File: src/rtl/axis_pulse_sequencer.sv
// axis_pulse_sequencer: streams a BRAM table of 64-bit pulse words to an AXI4-Stream
// sink, repeating the whole table a configured number of times per trigger.
//
// Ports:
//   aclk, aresetn            clock, asynchronous active-low reset
//   cfg_data                 {repeats, last_addr}, sampled when a trigger is accepted
//   trg_flag                 start request (ignored while busy or when repeats == 0)
//   abort_flag               stop request, only with AXIS_PULSE_SEQUENCER_ABORT_EN defined
//   busy, sts_data           run status and completed table passes
//   bram_porta_*             BRAM read port (1-cycle read latency)
//   m_axis_*                 pulse word stream, tlast on the final word of the final pass
//
// Optional feature macro: AXIS_PULSE_SEQUENCER_ABORT_EN adds abort_flag.
module axis_pulse_sequencer #(
    parameter int BRAM_ADDR_WIDTH = 10,
    parameter int CNTR_WIDTH      = 32
) (
    input  logic                                  aclk,
    input  logic                                  aresetn,
    input  logic [BRAM_ADDR_WIDTH+CNTR_WIDTH-1:0] cfg_data,
    input  logic                                  trg_flag,
`ifdef AXIS_PULSE_SEQUENCER_ABORT_EN
    input  logic                                  abort_flag,
`endif
    output logic                                  busy,
    output logic [CNTR_WIDTH-1:0]                 sts_data,
    output logic                                  bram_porta_clk,
    output logic                                  bram_porta_rst,
    output logic [BRAM_ADDR_WIDTH-1:0]            bram_porta_addr,
    input  logic [63:0]                           bram_porta_rddata,
    input  logic                                  m_axis_tready,
    output logic [63:0]                           m_axis_tdata,
    output logic                                  m_axis_tvalid,
    output logic                                  m_axis_tlast
);
    typedef enum logic [1:0] {IDLE, FETCH, LOAD, SEND} state_t;

    state_t                     state_q, state_d;
    logic [BRAM_ADDR_WIDTH-1:0] addr_q, addr_d, last_addr_q, last_addr_d;
    logic [CNTR_WIDTH-1:0]      rpt_q, rpt_d, sts_q, sts_d;
    logic [63:0]                word_q, word_d;
    logic                       valid_q, valid_d, tlast_q, tlast_d, busy_q, busy_d;
    logic                       abort_q, abort_d, abort_in, stop, end_pass, done;
    logic [BRAM_ADDR_WIDTH-1:0] cfg_last;
    logic [CNTR_WIDTH-1:0]      cfg_rpt;

`ifdef AXIS_PULSE_SEQUENCER_ABORT_EN
    assign abort_in = abort_flag;
`else
    assign abort_in = 1'b0;
`endif

    assign cfg_last = cfg_data[BRAM_ADDR_WIDTH-1:0];
    assign cfg_rpt  = cfg_data[BRAM_ADDR_WIDTH+CNTR_WIDTH-1:BRAM_ADDR_WIDTH];

    // An abort seen during SEND is remembered until the word handshakes.
    assign stop     = abort_q | abort_in;
    assign end_pass = addr_q == last_addr_q;
    assign done     = (end_pass && rpt_q == CNTR_WIDTH'(1)) || stop;

    always_comb begin
        state_d     = state_q;
        addr_d      = addr_q;
        last_addr_d = last_addr_q;
        rpt_d       = rpt_q;
        sts_d       = sts_q;
        word_d      = word_q;
        valid_d     = valid_q;
        tlast_d     = tlast_q;
        busy_d      = busy_q;
        abort_d     = 1'b0;
        case (state_q)
            IDLE: begin
                if (trg_flag && cfg_rpt != '0) begin
                    last_addr_d = cfg_last;
                    rpt_d       = cfg_rpt;
                    addr_d      = '0;
                    sts_d       = '0;
                    busy_d      = 1'b1;
                    state_d     = FETCH;
                end
            end
            FETCH: begin
                state_d = abort_in ? IDLE : LOAD;
                busy_d  = !abort_in;
                addr_d  = abort_in ? '0 : addr_q;
            end
            LOAD: begin
                if (abort_in) begin
                    state_d = IDLE;
                    busy_d  = 1'b0;
                    addr_d  = '0;
                end else begin
                    word_d  = bram_porta_rddata;
                    valid_d = 1'b1;
                    tlast_d = end_pass && rpt_q == CNTR_WIDTH'(1);
                    state_d = SEND;
                end
            end
            SEND: begin
                abort_d = stop;
                if (m_axis_tready) begin
                    abort_d = 1'b0;
                    valid_d = 1'b0;
                    tlast_d = 1'b0;
                    sts_d   = end_pass ? sts_q + 1'b1 : sts_q;
                    rpt_d   = end_pass ? rpt_q - 1'b1 : rpt_q;
                    addr_d  = (end_pass || done) ? '0 : addr_q + 1'b1;
                    state_d = done ? IDLE : FETCH;
                    busy_d  = !done;
                end
            end
            default: state_d = IDLE;
        endcase
    end

    always_ff @(posedge aclk or negedge aresetn) begin
        if (!aresetn) begin
            state_q     <= IDLE;
            addr_q      <= '0;
            last_addr_q <= '0;
            rpt_q       <= '0;
            sts_q       <= '0;
            word_q      <= '0;
            valid_q     <= 1'b0;
            tlast_q     <= 1'b0;
            busy_q      <= 1'b0;
            abort_q     <= 1'b0;
        end else begin
            state_q     <= state_d;
            addr_q      <= addr_d;
            last_addr_q <= last_addr_d;
            rpt_q       <= rpt_d;
            sts_q       <= sts_d;
            word_q      <= word_d;
            valid_q     <= valid_d;
            tlast_q     <= tlast_d;
            busy_q      <= busy_d;
            abort_q     <= abort_d;
        end
    end

    assign busy            = busy_q;
    assign sts_data        = sts_q;
    assign bram_porta_clk  = aclk;
    assign bram_porta_rst  = ~aresetn;
    assign bram_porta_addr = addr_q;
    assign m_axis_tdata    = word_q;
    assign m_axis_tvalid   = valid_q;
    assign m_axis_tlast    = tlast_q;
endmodule

File: config.mk
export PLATFORM = sky130hd
export DESIGN_NAME = axis_pulse_sequencer
export DESIGN_NICKNAME = d
export VERILOG_FILES = /design/src/rtl/axis_pulse_sequencer.sv
export SDC_FILE = /design/constraint.sdc
export NUM_CORES = 1
export LEC_CHECK = 0
export BUFFER_PORTS_ARGS = -buffer_cell sky130_fd_sc_hd__buf_2
export CAP_MARGIN = 20
export CORE_MARGIN = 1
export CORE_UTILIZATION = 50
export DETAILED_ROUTE_END_ITERATION = 16
export GPL_TIMING_DRIVEN = 0
export PLACE_DENSITY_LB_ADDON = 0.1
export SYNTH_ARGS = -nofsm -noshare
export SYNTH_HDL_FRONTEND = slang
export SYNTH_SLANG_ARGS = --single-unit
export TNS_END_PERCENT = 1
File: constraint.sdc
create_clock -name aclk -period 2.8 [get_ports aclk]
set_clock_uncertainty 0.1 [all_clocks]
set_input_delay 0.42 -clock aclk [delete_from_list [all_inputs] [get_ports aclk]]
set_output_delay 0.42 -clock aclk [all_outputs]
set_load 0.05 [all_outputs]
==> metrics.csv <==
stage,metric,value,unit
setup_path,FF-to-FF End,rpt_q[18],
drt,Vias,7265,
synthesis,synthesized area,7730,µm²
setup_path,Crit path required time,3.14,ns
drt,post-route antenna net violation count,0,
sta,Fin. Hold Viols,0,
cells_and_area,Final nets,1128,
power,PwrDens,1350,nW/µm²
setup_path,Crit. End Element,register,
setup_path,worst-path fanout max,10,
placement,dpl ws,-0.645,ns
sta,worst slew pin tran,0.900,ns
setup_path,crit path launch type,input pin,
floorplan,row count,45,
status,status,finished clean,
power,Leak,4.44,nW
cts,postcts setup bufs,0,
cells_and_area,"commonest non-fill, non-tap cell in the layout",buf_2,
global_route,GRT Util Overall,30.3,%
sta,Slew Limit Headroom,39.9,%
floorplan,Die Span X,126,µm
cts,clock-pin slew on the worst setup and hold paths,0.06,ns
global_route,GRT overflow,0,
cells_and_area,Antenna diodes,0,
setup_path,CP Launch Point,cfg_data[24],
floorplan,full die area,16000,µm²
drt,DRC violations left,0,
synthesis,"FF+latch count, synth",153,
setup_path,reg2reg setup slack,0.07,ns
cells_and_area,multi-input logic area,3710,µm²
setup_path,critical path class,input pin to register,
drt,average vias per placed instance,5.99,
sta,min Tclk post-route,2.75,ns
worst_hold_path,Worst Hold Class,input pin to register,
cells_and_area,share of layout cells above drive strength 1,35.1,%
synthesis,sequential area share after synthesis,49.5,%
global_route,vias in the first global route,6820,
sta,Final Cycle Share,98.3,%
floorplan,Core Region,15100,µm²
global_route,first-pass GRT wire length,36700,µm
worst_hold_path,hold path startpoint,bram_porta_rddata[29],
run,Max-Cap Viols,0,
floorplan,I/O pins,221,
cts,CTS tree,done,
power,Max VDD drop,0.000686,V
synthesis,async set-reset flop share out of synthesis,100,%
synthesis,syn_area_per_cell,10.3,µm²
floorplan,Starting Density,51.0,%
synthesis,Post-synth EDFFs,0,
worst_hold_path,Worst Hold End,m_axis_tdata[29],
synthesis,"Distinct cells, synth",61,
synthesis,cells after synthesis,754,
synthesis,synth warn,0,
drt,first drt pass iteration count,5,
synthesis,Syn Nets,871,
cts,worst skew pair latency,0.54,ns
global_route,initial antenna violation count,0,
sta,RSZ-0062 raised after global routing,yes,
cells_and_area,Fillers,1259,
synthesis,Synth Flop Type,dfrtp_1,
drt,drt initial violations,540,
global_route,largest net degree at the start of global routing,88,
cells_and_area,most frequent cells in the layout,"229 x buf_2, 153 x dfrtp_1, 75 x mux2_2, 51 x nor2_1, 47 x nand2_1",
worst_hold_path,Hold Path Depth,2,
placement,port buffer count,220,
setup_path,"Arr. time, crit path",3.09,ns
placement,gp weighted congestion,0.897,
cells_and_area,register area,3830,µm²
sta,Max Slew Vio Count,0,
sta,Achievable Freq,0.363,GHz
sta,hold_ws,0.0119,ns
sta,post-route setup slack,0.0467,ns
sta,final setup fails,0,
drt,WL/cell,19.3,µm
setup_path,worst r2r src,rpt_q[0],
placement,Final HPWL DP,16300,µm
setup_path,Register-to-Register Path Depth,9,
floorplan,chip height,126,µm
cells_and_area,area growth from synthesis to layout,29.2,%
drt,Routed WL,23400,µm
-- synth_stat cells, types with 3 or more instances --
| cell | number | area share [%] |
|---|---|---|
| and2_1 | 7 | 0.57 |
| a41oi_1 | 3 | 0.34 |
| nand4b_1 | 6 | 0.68 |
| o22a_1 | 3 | 0.34 |
| or3_1 | 11 | 0.89 |
| nor2_1 | 51 | 2.5 |
| nor2b_1 | 4 | 0.32 |
| clkbuf_1 | 26 | 1.3 |
| nand2b_1 | 9 | 0.73 |
| mux2i_1 | 4 | 0.52 |
| dfrtp_1 | 153 | 50 |
| a211o_1 | 4 | 0.45 |
| a22oi_1 | 5 | 0.49 |
| o41ai_1 | 4 | 0.45 |
| o21ai_0 | 39 | 2.5 |
| buf_1 | 5 | 0.24 |
| nand2_1 | 47 | 2.3 |
| a31oi_1 | 10 | 0.81 |
| o21ai_1 | 7 | 0.45 |
| o2bb2ai_1 | 4 | 0.45 |
| a221oi_1 | 3 | 0.34 |
| xnor2_1 | 13 | 1.5 |
| nor3_1 | 19 | 1.2 |
| buf_2 | 9 | 0.58 |
| and3_1 | 15 | 1.2 |
| o211ai_1 | 6 | 0.58 |
| xor2_1 | 3 | 0.34 |
| nand4_1 | 14 | 1.1 |
| nand3_1 | 36 | 2.3 |
| nor4_1 | 25 | 2.0 |
| o21a_1 | 7 | 0.68 |
| mux2_2 | 75 | 11 |
| a2bb2oi_1 | 4 | 0.45 |
| a21oi_1 | 40 | 2.6 |
| inv_1 | 17 | 0.83 |
| o31ai_1 | 10 | 0.97 |
| a311oi_1 | 3 | 0.34 |
| ha_1 | 7 | 1.1 |
| or4_1 | 12 | 1.2 |
| o22ai_1 | 8 | 0.65 |
-- final cells by class --
class / instances / area share, %
Tap cell: 188 / 2.36
Multi-Input combinational cell: 543 / 37.1
Timing Repair Buffer: 234 / 12.7
Sequential cell: 153 / 38.3
Clock buffer: 25 / 5.41
Clock inverter: 11 / 1.69
Buffer: 41 / 1.75
Inverter: 17 / 0.639
-- cells by family after synthesis --
group | synth area share, %
AOI/OAI and AO/OA | 14.8
xor gates and xnor gates | 1.81
adders and majority gates | 1.13
buffers and inverters | 3.01
DFF | 49.5
muxes | 11.4
and+or+nand+nor | 18.2
-- what timing repair did --
action                     CTS  global route
setup endpoints to repair   29            29
pin swaps                    0             1
hold buffers                 5             8
hold endpoints to repair    89             8
resized for setup            4            14
-- report_power, final --
group	switching, W	leakage [nW]	internal [W]	total [W]
Clock	0.00102	0.353	0.00175	0.00277
Sequential	0.000766	1.87	0.00316	0.00393
Combinational	0.00468	2.21	0.00205	0.00673
-- stage by stage --
stage               TNS, ns  cells  area, µm²  util (%)  power [W]
floorplan                 0    754       7730         -    0.00877
global placement    -197.07   1162       9060      59.9     0.0105
detailed placement   -24.99   1163       9100      60.1     0.0106
CTS                       0   1203       9870      65.2     0.0134
global route         -0.173   1212       9980      65.9     0.0141
finish                    0   1212       9980      65.9     0.0134
-- worst max-delay path by stage --
stage	endpoint	slack, ns
2_1_floorplan	sts_data[28]	0.22
4_1_cts	rpt_q[18]	0.04
3_3_place_gp	bram_porta_rst	-1.16
6_report	rpt_q[1]	0.05
3_5_place_dp	rpt_q[17]	-0.65
5_1_grt	sts_data[4]	-0.06
-- metal layers --
| layer | share of wire [%] | global-route usage [%] |
|---|---|---|
| met3 | 7.8 | 8.22 |
| met5 | 0 | 0 |
| met1 | 43 | 40.7 |
| met4 | 2.6 | 12.2 |
| met2 | 47 | 46.7 |
-- registers in the layout (all words and copies together) (netlist names) --
register,cells
last_addr_q,10
sts_data,32
rpt_q,32
m_axis_tdata,64
m_axis_tlast,1
state_q,2
busy,1
m_axis_tvalid,1
bram_porta_addr,10
-- critical path: stages --
cell and delay [ns]:
buf_2 0.12, nor4_1 0.49, nand4_1 0.41, or3_1 0.56, nand3_1 0.14, buf_2 0.22, clkbuf_1 0.48, nand2_1 0.12
o21ai_0 0.12
Note: power is estimated with default switching activity, not from simulation.
